$ cat src/rtl/mem_access_unit.sv
// mem_access_unit
// Multicycle load/store initiator between the CPU datapath and a word-addressed
// data memory. One byte/halfword/word request is accepted at a time from IDLE.
// The byte address becomes a word index plus byte enables. Store data is
// replicated across the lanes, and a single-cycle memory access is issued.
// Load data is lane-extracted, sign- or zero-extended and registered.
// Misaligned and reserved-size requests are rejected without touching memory.
//
// Ports:
//   clk    in   1   system clock, rising edge
//   rst    in   1   asynchronous active-high reset
//   req    in   1   access request (sampled only in IDLE)
//   we     in   1   1 = store, 0 = load
//   size   in   2   00 byte, 01 half, 10 word, 11 reserved
//   sext   in   1   loads: 1 = sign-extend, 0 = zero-extend
//   baddr  in  32   byte address
//   wdata  in  32   right-justified store data
//   busy   out  1   high in ACCESS, DONE and ERR
//   done   out  1   one-cycle completion pulse
//   err    out  1   one-cycle rejection pulse
//   rdata  out 32   extended load result, held until the next completed load
//   DMWr   out  1   memory write enable (only in ACCESS)
//   addr   out 32   memory word index
//   be     out  4   memory byte enables (0000 outside ACCESS)
//   din    out 32   memory write data
//   dout   in  32   memory read data, combinational from addr
module mem_access_unit (
  input  logic        clk,
  input  logic        rst,
  input  logic        req,
  input  logic        we,
  input  logic [1:0]  size,
  input  logic        sext,
  input  logic [31:0] baddr,
  input  logic [31:0] wdata,
  output logic        busy,
  output logic        done,
  output logic        err,
  output logic [31:0] rdata,
  output logic        DMWr,
  output logic [31:0] addr,
  output logic [3:0]  be,
  output logic [31:0] din,
  input  logic [31:0] dout
);

  typedef enum logic [1:0] {
    ST_IDLE   = 2'd0,
    ST_ACCESS = 2'd1,
    ST_DONE   = 2'd2,
    ST_ERR    = 2'd3
  } state_e;

  state_e      state_q, state_d;
  logic        we_q, we_d;
  logic [1:0]  size_q, size_d;
  logic        sext_q, sext_d;
  logic [1:0]  off_q, off_d;
  logic [31:0] addr_q, addr_d;
  logic [3:0]  be_q, be_d;
  logic [31:0] din_q, din_d;
  logic [31:0] rdata_q, rdata_d;
  logic        dmwr_q, dmwr_d;
  logic        busy_q, busy_d;
  logic        done_q, done_d;
  logic        err_q, err_d;

  // Alignment rule: halfwords on even bytes, words on multiples of four.
  function automatic logic is_legal(input logic [1:0] sz, input logic [1:0] off);
    logic ok;
    case (sz)
      2'b00:   ok = 1'b1;
      2'b01:   ok = (off[0] == 1'b0);
      2'b10:   ok = (off == 2'b00);
      default: ok = 1'b0;
    endcase
    return ok;
  endfunction

  // Byte enables for an already-legal access.
  function automatic logic [3:0] be_of(input logic [1:0] sz, input logic [1:0] off);
    logic [3:0] m;
    case (sz)
      2'b00:   m = 4'b0001 << off;
      2'b01:   m = off[1] ? 4'b1100 : 4'b0011;
      default: m = 4'b1111;
    endcase
    return m;
  endfunction

  // Replicate right-justified store data onto every lane; be selects the live ones.
  function automatic logic [31:0] lanes_of(input logic [1:0] sz, input logic [31:0] wd);
    logic [31:0] d;
    case (sz)
      2'b00:   d = {4{wd[7:0]}};
      2'b01:   d = {2{wd[15:0]}};
      default: d = wd;
    endcase
    return d;
  endfunction

  // Pick the addressed lane out of the memory word and extend it to 32 bits.
  function automatic logic [31:0] load_extract(input logic [1:0] sz, input logic sx,
                                               input logic [1:0] off, input logic [31:0] word);
    logic [7:0]  b;
    logic [15:0] h;
    logic [31:0] r;
    case (off)
      2'b00:   b = word[7:0];
      2'b01:   b = word[15:8];
      2'b10:   b = word[23:16];
      2'b11:   b = word[31:24];
      default: b = word[7:0];
    endcase
    h = off[1] ? word[31:16] : word[15:0];
    case (sz)
      2'b00:   r = sx ? {{24{b[7]}}, b} : {24'h000000, b};
      2'b01:   r = sx ? {{16{h[15]}}, h} : {16'h0000, h};
      default: r = word;
    endcase
    return r;
  endfunction

  // State and output registers; reset also kills an in-flight write at once.
  always_ff @(posedge clk or posedge rst) begin
    if (rst) begin
      state_q <= ST_IDLE;
      we_q    <= 1'b0;
      size_q  <= 2'b00;
      sext_q  <= 1'b0;
      off_q   <= 2'b00;
      addr_q  <= 32'h0000_0000;
      be_q    <= 4'b0000;
      din_q   <= 32'h0000_0000;
      rdata_q <= 32'h0000_0000;
      dmwr_q  <= 1'b0;
      busy_q  <= 1'b0;
      done_q  <= 1'b0;
      err_q   <= 1'b0;
    end else begin
      state_q <= state_d;
      we_q    <= we_d;
      size_q  <= size_d;
      sext_q  <= sext_d;
      off_q   <= off_d;
      addr_q  <= addr_d;
      be_q    <= be_d;
      din_q   <= din_d;
      rdata_q <= rdata_d;
      dmwr_q  <= dmwr_d;
      busy_q  <= busy_d;
      done_q  <= done_d;
      err_q   <= err_d;
    end
  end

  // Next-state and next-output logic; flags are derived from the next state
  // so that every output leaves a flop.
  always_comb begin
    state_d = state_q;
    we_d    = we_q;
    size_d  = size_q;
    sext_d  = sext_q;
    off_d   = off_q;
    addr_d  = addr_q;
    be_d    = 4'b0000;
    din_d   = din_q;
    rdata_d = rdata_q;
    dmwr_d  = 1'b0;

    case (state_q)
      ST_IDLE: begin
        if (req) begin
          if (is_legal(size, baddr[1:0])) begin
            we_d    = we;
            size_d  = size;
            sext_d  = sext;
            off_d   = baddr[1:0];
            addr_d  = {2'b00, baddr[31:2]};
            be_d    = be_of(size, baddr[1:0]);
            din_d   = lanes_of(size, wdata);
            dmwr_d  = we;
            state_d = ST_ACCESS;
          end else begin
            state_d = ST_ERR;
          end
        end else begin
          state_d = ST_IDLE;
        end
      end
      ST_ACCESS: begin
        // dout is valid during this cycle because addr is already registered.
        if (!we_q) begin
          rdata_d = load_extract(size_q, sext_q, off_q, dout);
        end else begin
          rdata_d = rdata_q;
        end
        state_d = ST_DONE;
      end
      ST_DONE: state_d = ST_IDLE;
      ST_ERR:  state_d = ST_IDLE;
      default: state_d = ST_IDLE;
    endcase

    if (state_d == ST_IDLE) begin
      busy_d = 1'b0;
    end else begin
      busy_d = 1'b1;
    end
    done_d = (state_d == ST_DONE);
    err_d  = (state_d == ST_ERR);
  end

  assign busy  = busy_q;
  assign done  = done_q;
  assign err   = err_q;
  assign rdata = rdata_q;
  assign DMWr  = dmwr_q;
  assign addr  = addr_q;
  assign be    = be_q;
  assign din   = din_q;

endmodule

$ cat config.mk
export PLATFORM = sky130hd
export DESIGN_NAME = mem_access_unit
export DESIGN_NICKNAME = d
export VERILOG_FILES = /design/src/rtl/mem_access_unit.sv
export SDC_FILE = /design/constraint.sdc
export NUM_CORES = 1
export LEC_CHECK = 0
export BUFFER_PORTS_ARGS = -buffer_cell sky130_fd_sc_hd__buf_2
export CAP_MARGIN = 0
export CORE_MARGIN = 2
export CORE_UTILIZATION = 30
export CTS_BUF_LIST = sky130_fd_sc_hd__clkbuf_8
export CTS_CLUSTER_DIAMETER = 60
export CTS_CLUSTER_SIZE = 10
export DETAILED_ROUTE_END_ITERATION = 8
export GPL_TIMING_DRIVEN = 0
export SYNTH_ARGS = -nofsm -noshare
export SYNTH_HDL_FRONTEND = slang
export SYNTH_SLANG_ARGS = --single-unit
$ cat constraint.sdc
create_clock -name clk -period 3.73 [get_ports clk]
set_input_delay 0.1865 -clock clk [delete_from_list [all_inputs] [get_ports clk]]
set_output_delay 0.1865 -clock clk [all_outputs]
set_load 0.03 [all_outputs]
Yosys cells after proc, flatten, opt, wreduce, memory -nomap -nowiden
Cells that the tools add are included.
{ "word_totals": {"reg_bits": 110, "input_bits": 103, "wordCells": 57} }
{ "classes": {"n_eq_ne": 11, "n_shift": 1, "mux": 21, "n_bitwise": 2, "reduce_logical": 9} }
{ "ops": {"columns": ["op", "count"], "rows": [
  ["case mux 32 bit (2 select lines)", 2],
  ["two-way mux 32 bit", 2],
  ["case mux 8 bit (4 select lines)", 1],
  ["two-way mux 16 bit", 1],
  ["two-way mux 4 bit", 4],
  ["equality test 2 bit, second input constant", 7],
  ["logical NOT 2 bit", 6],
  ["equality test 2 x 1 -> 1 bit, second input constant", 4],
  ["case mux 4 bit (2 select lines)", 1],
  ["two-way mux 1 bit", 6],
  ["case mux 2 bit (3 select lines)", 1],
  ["two-way mux 2 bit", 2],
  ["left shift 1 x 2 -> 4 bit, first input constant", 1],
  ["case mux 1 bit (3 select lines)", 1],
  ["AND reduction 3 bit", 1],
  ["NOT 1 bit", 2],
  ["AND reduction 2 bit", 1],
  ["OR reduction 2 bit", 1]
]} }

Longest topological paths before layout
Gate-level depths: netlist (run 1).
{ "logic_depth": {"ltp_word": 9, "ltp_mapped": 8, "ltp_nobuf": 6} }

Least setup slack after synthesis (run 1)
No wires, ideal clock.
{ "synth_timing": {"path_type": "reg2reg", "start": "reg off_q[1]", "end": "reg rdata_q[2], in the netlist rdata[2]", "arrival_ps": 1396, "required_time_ps": 3595, "setup_slack_ps": 2200, "stages_incl_launch_ff": 6, "synth_period_minus_slack_ps": 1530, "path_cell_list": "dfrtp_1 > buf_4 > clkbuf_1 > mux2_2 > a221oi_1 > o21ai_0"} }
{ "synth_via": {"elab_chain_cells": 4, "elab_cells_between_ends": 9, "cone_classes": "eq/ne: 3; mux: 5; reduce/logical: 1"} }
{ "synth_rtl": {"columns": ["element", "line_no", "source"], "rows": [
  ["start, declared", "58", "logic [1:0] off_q, off_d;"],
  ["start signal, assigned", "131", "off_q <= 2'b00;"],
  ["start signal, assigned", "145", "off_q <= off_d;"],
  ["equality test 2 bit, or another cell as far along", "108", "case (off)"],
  ["case mux 8 bit (4 select lines)", "108", null],
  ["two-way mux 32 bit", "117", "2'b00: r = sx ? {{24{b[7]}}, b} : {24'h000000, b};"],
  ["case mux 32 bit (2 select lines) *", "116", "case (sz)"],
  ["end signal, assigned", "149", "rdata_q <= rdata_d;"],
  ["end, declared", "62", "logic [31:0] rdata_q, rdata_d;"]
]} }
Every way passes the cells marked *; elsewhere a longest branch is shown, timed or not.
A chain may end at the register's enable or synchronous reset.

Worst setup path after layout (run 1)
{ "layout_timing": {"start": "reg state_q[1]", "end": "reg rdata_q[30], in the netlist rdata[30]"} }
{ "layout_via": {"elab_chain_cells": 2} }
{ "layout_rtl": {"columns": ["element", "line_no", "source"], "rows": [
  ["start, declared", "54", "state_e state_q, state_d;"],
  ["start signal, assigned", "141", "state_q <= state_d;"],
  ["equality test 2 x 1 -> 1 bit", "171", "case (state_q)"],
  ["AND reduction 2 bit (no source line)", null, null]
]} }
No other way between the ends.

==> results.tsv, run 1 <==
stage	metric	value	unit
run_status	outcome	completed	
final_layout	Filler Cells Inserted	1658	
sta	Fin Hold WS	0.0328	ns
floorplanning	Core ar.	16500	µm²
yosys	Synth Register Bits	110	
sta	max_slew headroom	46.6	%
detailed_routing	Final ANT Viol Nets	0	
placed_design	I/O Buffers	202	
final_layout	final core utilization	41.5	%
detailed_routing	vias	4356	
global_routing	vias in the first global route	4523	
hold_path	min-delay worst type	in2reg	
global_routing	global-route wire length before repair	24.5	mm
final_layout	Area growth, synth to finish	36.6	%
final_layout	ant diodes	0	
detailed_routing	Iteration-0 DRC Markers	219	
global_routing	antenna violations before repair	2	
yosys	Synth Area per Inst	11.0	µm²
floorplanning	Starting Density	30.4	%
sta	RSZ-0062 raised after global routing	false	
setup_path	element type at the critical path end	register	
clock_tree	H-tree depth	3	
floorplanning	Die W	133	µm
placed_design	RD Place Congestion	0.840	
yosys	Synth Warn #	0	
sta	Final min period	1.86	ns
sta	final hold vios	0	
sta	final worst setup slack	1.87	ns
sta	endpoints failing setup	0	
floorplanning	# IOs	207	
setup_path	crit path kind	reg2reg	
clock_tree	clk_lat worst skew	0.40	ns
clock_tree	Clk pin slew, worst setup/hold paths	0.11	ns
clock_tree	CTS root buf	clkbuf_8	
clock_tree	Post-CTS Resized	0	
floorplanning	std cell rows	47	
placed_design	DP HPWL	11.1	mm
sta	max frequency	537	MHz
clock_tree	Max Buffers Root-to-Sink	2	
clock_tree	CTS buffer count	9	
clock_tree	CTS tree	yes	
power_and_ir_drop	VDD IR-drop max	0.000432	V
sta	Least-Margin Pin Slew	0.800	ns
sta	ratio of final minimum period to clock period	49.9	%
yosys	Seq/Total Area, Yosys	55.0	%
yosys	post-synth cell types	40	
floorplanning	Die Height	133	µm
placed_design	DP Worst Slack	1.86	ns
clock_tree	clk sinks	110	
detailed_routing	routed len/inst	16.3	µm
yosys	Post-Syn Instances	454	
setup_path	Crit path arrival time	2.19	ns
global_routing	GRT Util Overall	17.7	%
floorplanning	die area	17700	µm²
job	Max Cap Violations	0	
yosys	Post-Syn Area	5000	µm²
detailed_routing	Detailed Routing Iterations Pass 1	4	
setup_path	worst path required time	4.06	ns
global_routing	grt ovf	0	
detailed_routing	DRC violations left	0	
global_routing	largest net degree at the start of global routing	62	
sta	Max Slew Vio Count	0	
setup_path	CP Launch Type	register	
final_layout	share of cells above drive strength 1	35.9	%
power_and_ir_drop	Pleak	3.33	nW
sta	Clock Skew	0.0118	ns
clock_tree	postcts setup bufs	0	
final_layout	NumNets Final	805	
detailed_routing	WL final	15.1	mm
detailed_routing	vias per std cell	4.70	
setup_path	CP Max Fanout	10	
power_and_ir_drop	Power Density	803	nW/µm²
==> what timing repair did <==
item,CTS,global route
hold buffers,33,0
hold endpoints to repair,92,0
setup endpoints to repair,0,0
==> cells in the final DEF (no fill, tap or decap), types with 2 or more instances in the layout <==
cell           Yosys  routed
nand2b_1           9       9
a221oi_1           7       7
or3_1              2       2
nor2_1            17      17
buf_2              5     207
clkbuf_1          20      20
mux2_2            10      10
a21oi_1           27      27
nor3_1             3       3
buf_4              3       3
clkinvlp_4         0       4
clkbuf_8           0       9
conb_1             1       2
nand2_1           57      57
inv_1              4       3
mux2i_1           26      26
mux2_1            39      39
inv_6              0       3
nor2b_1            3       3
dfrtp_1          110     110
o21ai_0           41      41
nand3_1           32      32
dlygate4sd3_1      0      33
nand3b_1          13      13
buf_6              6       6
==> registers in the layout (all words and copies together) (netlist names) <==
signal,count
addr,30
be,4
err,1
sext_q,1
off_q,2
state_q,2
we_q,1
done,1
rdata,32
size_q,2
busy,1
din,32
DMWr,1
==> worst max-delay path, stage by stage, from the launching register on <==
cell      delay [ns]
dfrtp_1         0.43
nor3b_2         0.63
clkbuf_1        0.43
nand3_1         0.19
nand3_1         0.13
==> per-layer routing <==
layer / up-vias / part of all wire, % / track usage [%]
met1: 2107 / 43 / 22.0
met2: 153 / 47 / 29.2
met3: 16 / 8.3 / 5.97
li1: 2080 / - / -
met4: 0 / 1.6 / 5.32
met5: - / 0 / 0
==> cell families (layout without fill, tap and decap cells) <==
kind of cell	Yosys count	after routing	synth area share, %
mux	76	76	16.5
other cells	1	2	0.0750
compound gates	85	85	10.2
buf+inv	39	291	4.20
simple gates	142	142	13.8
flops	110	110	55.0
xor+xnor	1	1	0.175
==> power breakdown <==
part	internal, mW	total, mW	leakage [nW]	switching, mW
sequential	1.72	2.01	1.34	0.287
clock	0.250	0.705	0.0789	0.455
combinational	0.893	2.78	1.91	1.88
total	2.86	5.49	3.33	2.62
==> cells in the mapped netlist, drive strengths merged <==
master	number	area share [%]
dfrtp	110	55
nand2	57	4.3
mux2	49	11
o21ai	42	4.2
nand3	32	3.2
a21oi	27	2.7
mux2i	27	5.5
clkbuf	21	1.6
nor2	18	1.4
buf	14	2.3
nand3b	13	2.0
nand2b	9	1.1
a221oi	7	1.2
inv	4	0.30
nor3	4	0.50
nor2b	3	0.38
a211oi	2	0.40
nor3b	2	0.40
or3	2	0.25
a2111oi	1	0.18
a21o	1	0.15
a22oi	1	0.15
conb	1	0.075
o211ai	1	0.43
o22ai	1	0.40
o2bb2ai	1	0.18
o32ai	1	0.18
or2	1	0.13
or3b	1	0.23
xor2	1	0.18
==> per-stage QoR <==
| stage | area [µm²] | TNS (ns) | cells | power (mW) |
|---|---|---|---|---|
| 6_report | 6830 | 0 | 927 | 5.49 |
| 3_5_place_dp | 6320 | 0 | 878 | 4.79 |
| 2_1_floorplan | 5010 | 0 | 455 | 3.91 |
| 3_3_place_gp | 6290 | -87.03 | 877 | 4.75 |
| 5_1_grt | 6830 | 0 | 927 | 5.86 |
| 4_1_cts | 6830 | 0 | 927 | 5.54 |
==> worst paths after layout <==
path,cells after the start,start,to,slack (ns)
worst max-delay path,4,state_q[1],rdata[30],1.87
worst min-delay path,3,req,busy,0.03
worst max register to register,4,state_q[1],rdata[30],1.87
worst min register to register,2,din[8],din[8],0.49
max in group asynchronous,4,rst,din[14],2.52
min in group asynchronous,3,rst,addr[17],0.49
==> layout make-up <==
cell class / instances / area, µm² / area share (%)
timing repair buffer: 236 / 1370 / 20.0
tap: 220 / 275 / 4.03
clock buffer: 9 / 124 / 1.81
multi-input combinational: 306 / 2040 / 29.9
buffer: 35 / 195 / 2.86
sequential: 110 / 2750 / 40.3
inverter: 4 / 17.5 / 0.256
clock inverter: 7 / 56.3 / 0.824
(Power assumes the default switching activity.)
==> run 2, diff against run 1 <==
==> constraint.sdc (replaced) <==
create_clock -name clk -period 1.85 [get_ports clk]
set_input_delay 0.0925 -clock clk [delete_from_list [all_inputs] [get_ports clk]]
set_output_delay 0.0925 -clock clk [all_outputs]
set_load 0.03 [all_outputs]
==> run 2 against run 1 <==
Against the previous run:
- sequential cell count is the same
- critical path depth increased by 3
- first-iteration DRC count shrank 0.46%
- sequential power grew 100%
- cell count is 4.6% higher
- largest cell class unchanged
==> results.tsv, run 2 (synthesis results as in run 1) <==
stage	metric	value	unit
run_status	outcome	completed	
final_layout	most frequent cells in the layout	207 x buf_2, 109 x dfrtp_1, 72 x dlygate4sd3_1, 57 x nand2_1, 41 x o21ai_0	
sta	Clock Skew	0.0135	ns
hold_path	min-delay worst type	in2reg	
detailed_routing	WL final	15.6	mm
detailed_routing	vias	4613	
power_and_ir_drop	VDD IR-drop max	0.000789	V
sta	final hold vios	0	
power_and_ir_drop	Pleak	3.54	nW
setup_path	most frequent cell on the critical path	buf_6	
floorplanning	# IOs	207	
setup_path	max incr delay on CP	0.42	ns
placed_design	RD Place Congestion	0.841	
setup_path	FF-to-FF setup slack	0.15	ns
detailed_routing	DRC violations left	0	
sta	endpoints failing setup	0	
sta	Final min period	1.70	ns
floorplanning	Starting Density	30.4	%
clock_tree	H-tree depth	3	
setup_path	Crit path arrival time	1.96	ns
clock_tree	clk_lat worst skew	0.38	ns
clock_tree	clk sinks	110	
clock_tree	Clk pin slew, worst setup/hold paths	0.11	ns
floorplanning	std cell rows	47	
detailed_routing	vias per std cell	4.76	
detailed_routing	Detailed Routing Iterations Pass 1	5	
final_layout	share of cells above drive strength 1	34.9	%
final_layout	Post-Layout Cell Count	970	
setup_path	element type at the critical path end	register	
final_layout	Area growth, synth to finish	45.5	%
setup_path	CP Launch Type	register	
sta	setup TNS	0	ns
floorplanning	Core ar.	16500	µm²
final_layout	area of the multi-input gates	2050	µm²
clock_tree	CTS buffer count	9	
placed_design	dpl cells	880	
final_layout	FF+latch area	2750	µm²
placed_design	I/O Buffers	202	
detailed_routing	routed len/inst	16.1	µm
setup_path	CP top delay family	buffers and inverters	
final_layout	NumNets Final	848	
setup_path	WP buf/inv	3	
floorplanning	die area	17700	µm²
global_routing	grt ovf	0	
job	Max Cap Violations	0	
sta	Least-Margin Pin Slew	0.675	ns
floorplanning	Die W	133	µm
power_and_ir_drop	Power Density	1520	nW/µm²
sta	max frequency	587	MHz
sta	ratio of final minimum period to clock period	92.1	%
detailed_routing	Iteration-0 DRC Markers	218	
setup_path	worst path required time	2.11	ns
clock_tree	CTS root buf	clkbuf_8	
global_routing	global-route wire length before repair	25.0	mm
sta	Max Slew Vio Count	0	
setup_path	crit path kind	reg2reg	
setup_path	Cell Chain, Critical Path	nor2_1, nand2_1, inv_1, o21ai_1, buf_6, buf_6, mux2_1	
final_layout	ant diodes	0	
global_routing	vias in the first global route	4717	
global_routing	largest net degree at the start of global routing	37	
floorplanning	Die Height	133	µm
clock_tree	Max Buffers Root-to-Sink	2	
global_routing	antenna violations before repair	0	
clock_tree	CTS tree	yes	
placed_design	DP HPWL	11.3	mm
sta	RSZ-0062 raised after global routing	false	
final_layout	most common cell after layout, fill and taps aside	buf_2	
detailed_routing	Final ANT Viol Nets	0	
final_layout	Filler Cells Inserted	1614	
sta	max_slew headroom	55.0	%
setup_path	CP Max Fanout	10	
setup_path	slowest cell on the critical path	dfrtp_2	
global_routing	GRT Util Overall	18.0	%
## run 2: area by class of cell
| type | instances | share of cell area, % |
|---|---|---|
| buffer | 35 | 2.75 |
| timing repair buffer | 279 | 24.9 |
| tap | 220 | 3.78 |
| clock buffer | 9 | 1.70 |
| multi-input combinational | 306 | 28.2 |
| clock inverter | 7 | 0.584 |
| sequential | 110 | 37.8 |
| inverter | 4 | 0.258 |
## run 2: repair_timing
| action | 4_1_cts | 5_1_grt |
|---|---|---|
| gates resized for setup | 0 | 10 |
| buffers inserted | 0 | 2 |
| hold endpoints to repair | 91 | 0 |
| setup endpoints to repair | 0 | 46 |
| hold buffers | 72 | 0 |
## run 2: tightest hold or removal path: stages
cell and delay [ns]:
buf_2 0.09, mux2i_1 0.06, o21ai_0 0.14
## run 2: where the power goes
group          switching, mW  internal (mW)  total, mW
clock                  0.852          0.482       1.33
combinational           3.82           1.88       5.70
sequential             0.569           3.47       4.04
total                   5.24           5.83       11.1
## run 2: metal layers
metal	wire length, µm	GRT usage [%]	part of all wire (%)
met1	6730	23.0	43
met2	7420	29.6	47
met3	1190	4.64	7.6
met4	306	6.56	2.0
met5	0	0	0
## run 2: worst paths after layout
check                             end        from  cells after the start
min reg2reg                   din[11]     din[11]                      2
max reg2reg                  addr[16]  state_q[1]                      7
max                          addr[16]  state_q[1]                      7
min in group asynchronous   rdata[29]         rst                      3
min                           din[15]   wdata[15]                      3
max in group asynchronous  state_q[1]         rst                      5
## run 2: through the flow
step	hold WS, ns	area, µm²	total power [mW]	setup slack, ns	util, %
finish	0.0317	7280	11.1	0.146	44.2
global route	0.0144	7280	11.8	0.00972	44.2
CTS	0.00297	7250	11.2	0.00841	44.0
detailed placement	0.156	6360	9.67	0.0283	38.6
global placement	0.303	6300	9.60	-0.419	38.2
floorplan	0.165	5010	7.89	0.320	-
==> run 3, diff against run 2 <==
--- a/config.mk
+++ b/config.mk
@@ -7,13 +7,13 @@
 export LEC_CHECK = 0
 export BUFFER_PORTS_ARGS = -buffer_cell sky130_fd_sc_hd__buf_2
 export CAP_MARGIN = 0
-export CORE_MARGIN = 2
-export CORE_UTILIZATION = 30
+export CORE_UTILIZATION = 50
 export CTS_BUF_LIST = sky130_fd_sc_hd__clkbuf_8
 export CTS_CLUSTER_DIAMETER = 60
 export CTS_CLUSTER_SIZE = 10
 export DETAILED_ROUTE_END_ITERATION = 8
 export GPL_TIMING_DRIVEN = 0
+export PLACE_DENSITY = 0.83
 export SYNTH_ARGS = -nofsm -noshare
 export SYNTH_HDL_FRONTEND = slang
 export SYNTH_SLANG_ARGS = --single-unit
==> run 3 against run 2 <==
Against the previous run:
- clock power grew 6%
- register-to-register slack is essentially flat
- maximum frequency grew 0.44%
- combinational power grew 0.7%
- routed wire length shrank 2.7%
- count of clock-buffer cells in the layout is the same
- highest routed layer unchanged
- first-iteration DRC count shrank 10%
- critical path depth shrank 2
- total power grew 1.4%
- non-clock buffer count shrank 18
==> results.tsv, run 3 (synthesis results as in run 1) <==
stage	metric	value	unit
placed_design	Cell Area, Placed	6230	µm²
sta	Least-Margin Pin Slew	0.691	ns
sta	Final min period	1.70	ns
final_layout	Filler Cells Inserted	696	
detailed_routing	Iteration-0 DRC Markers	196	
clock_tree	Max Buffers Root-to-Sink	2	
clock_tree	CTS tree	yes	
floorplanning	Core ar.	9730	µm²
placed_design	DP HPWL	10.3	mm
global_routing	met1 Resource Use GR	33.8	%
power_and_ir_drop	Design Power	11.2	mW
clock_tree	clk sinks	110	
clock_tree	Clk pin slew, worst setup/hold paths	0.10	ns
sta	max frequency	589	MHz
setup_path	CP Launch Type	register	
placed_design	I/O Buffers	202	
global_routing	GRT busiest layer	met2	
power_and_ir_drop	Power Density	1610	nW/µm²
clock_tree	clk_lat worst skew	0.36	ns
power_and_ir_drop	VDD IR-drop max	0.00109	V
sta	final worst setup slack	0.153	ns
global_routing	largest net degree at the start of global routing	46	
detailed_routing	DRC violations left	0	
job	Max Cap Violations	0	
sta	Max Slew Vio Count	0	
floorplanning	Starting Density	51.4	%
final_layout	share of cells above drive strength 1	35.2	%
floorplanning	# IOs	207	
detailed_routing	vias	4643	
setup_path	CP Max Fanout	10	
hold_path	min-delay worst type	in2reg	
setup_path	slowest cell on the critical path	a221oi_1	
sta	endpoints failing setup	0	
floorplanning	std cell rows	36	
floorplanning	die area	10400	µm²
sta	max_slew headroom	53.9	%
placed_design	DP Worst Slack	0.0527	ns
final_layout	Area growth, synth to finish	39.7	%
setup_path	Cell Chain, Critical Path	buf_4, clkbuf_2, mux2_2, a221oi_1, o21ai_0	
global_routing	met2 GRT Util	52.7	%
sta	RSZ-0062 raised after global routing	false	
final_layout	ant diodes	0	
setup_path	crit path kind	reg2reg	
detailed_routing	Final ANT Viol Nets	0	
detailed_routing	WL final	15.2	mm
detailed_routing	vias per std cell	5.37	
clock_tree	H-tree depth	3	
final_layout	fin area	6990	µm²
setup_path	worst path required time	2.09	ns
clock_tree	CTS root buf	clkbuf_8	
setup_path	element type at the critical path end	register	
floorplanning	Die Height	102	µm
floorplanning	Die W	102	µm
global_routing	vias in the first global route	4680	
power_and_ir_drop	Pleak	3.47	nW
sta	ratio of final minimum period to clock period	91.7	%
global_routing	antenna violations before repair	0	
final_layout	NumNets Final	830	
sta	setup TNS	0	ns
final_layout	most common cell after layout, fill and taps aside	buf_2	
final_layout	final core utilization	71.8	%
run_status	outcome	completed	
setup_path	max incr delay on CP	0.38	ns
sta	Clock Skew	0.00766	ns
final_layout	most frequent cells in the layout	207 x buf_2, 109 x dfrtp_1, 56 x nand2_1, 56 x dlygate4sd3_1, 41 x o21ai_0	
sta	final hold vios	0	
global_routing	GRT Util Overall	29.1	%
clock_tree	CTS buffer count	9	
global_routing	grt ovf	0	
placed_design	dpl cells	792	
global_routing	global-route wire length before repair	22.8	mm
setup_path	Crit path arrival time	1.94	ns
placed_design	RD Place Congestion	0.923	
final_layout	Post-Layout Cell Count	865	
sta	Fin Hold WS	0.0197	ns
global_routing	GR Util met3	5.47	%
detailed_routing	Detailed Routing Iterations Pass 1	5	
detailed_routing	routed len/inst	17.6	µm
[run 3: cell types whose count changed in the layout (fill, tap and decap cells not counted), sizes merged]
cell         delta
buf             -2
inv             +1
clkinvlp        -2
dlygate4sd3    -16
bufinv          +1
[run 3: final timing paths]
kind / from / end / slack, ns / cells past startpoint
worst max-delay path: off_q[1] / rdata[4] / 0.15 / 5
worst min-delay path: dout[20] / rdata[20] / 0.02 / 3
worst max register to register: off_q[1] / rdata[4] / 0.15 / 5
worst min register to register: din[18] / din[18] / 0.48 / 2
max in group asynchronous: rst / din[31] / 0.91 / 4
min in group asynchronous: rst / addr[23] / 0.33 / 3
[run 3: power breakdown]
| part | internal [mW] | leakage (nW) | switching, mW |
|---|---|---|---|
| clock network | 0.609 | 0.105 | 0.796 |
| logic | 1.85 | 2.02 | 3.89 |
| registers | 3.47 | 1.34 | 0.616 |
[run 3: critical path: cells and delay by family (launching register included)]
family,cells,cell delay (ns)
compound gates,2,0.50
buf+inv,2,0.36
flops,1,0.33
mux,1,0.37
[run 3: area by class of cell]
cell class	count	area [µm²]	area share, %
Clock buffer	9	124	1.77
Buffer	35	198	2.83
Sequential cell	110	2750	39.4
Multi-Input combinational cell	306	2050	29.4
Inverter	4	18.8	0.269
Timing Repair Buffer	261	1620	23.2
Tap cell	133	166	2.38
Clock inverter	7	57.6	0.823
[run 3: what timing repair did]
| action | in CTS | in global routing |
|---|---|---|
| hold endpoints to repair | 78 | 0 |
| setup buffers | 0 | 1 |
| hold buffers | 56 | 0 |
| resized for setup | 0 | 7 |
| setup endpoints to repair | 0 | 56 |
[run 3: routing by layer]
metal  vias up  wire length, µm  share of wire, %
met5         -                0                 0
met4         0              316               2.1
met3        28             1310               8.6
met2       249             7910                52
met1      2236             5700                37
li1       2130                -                 -
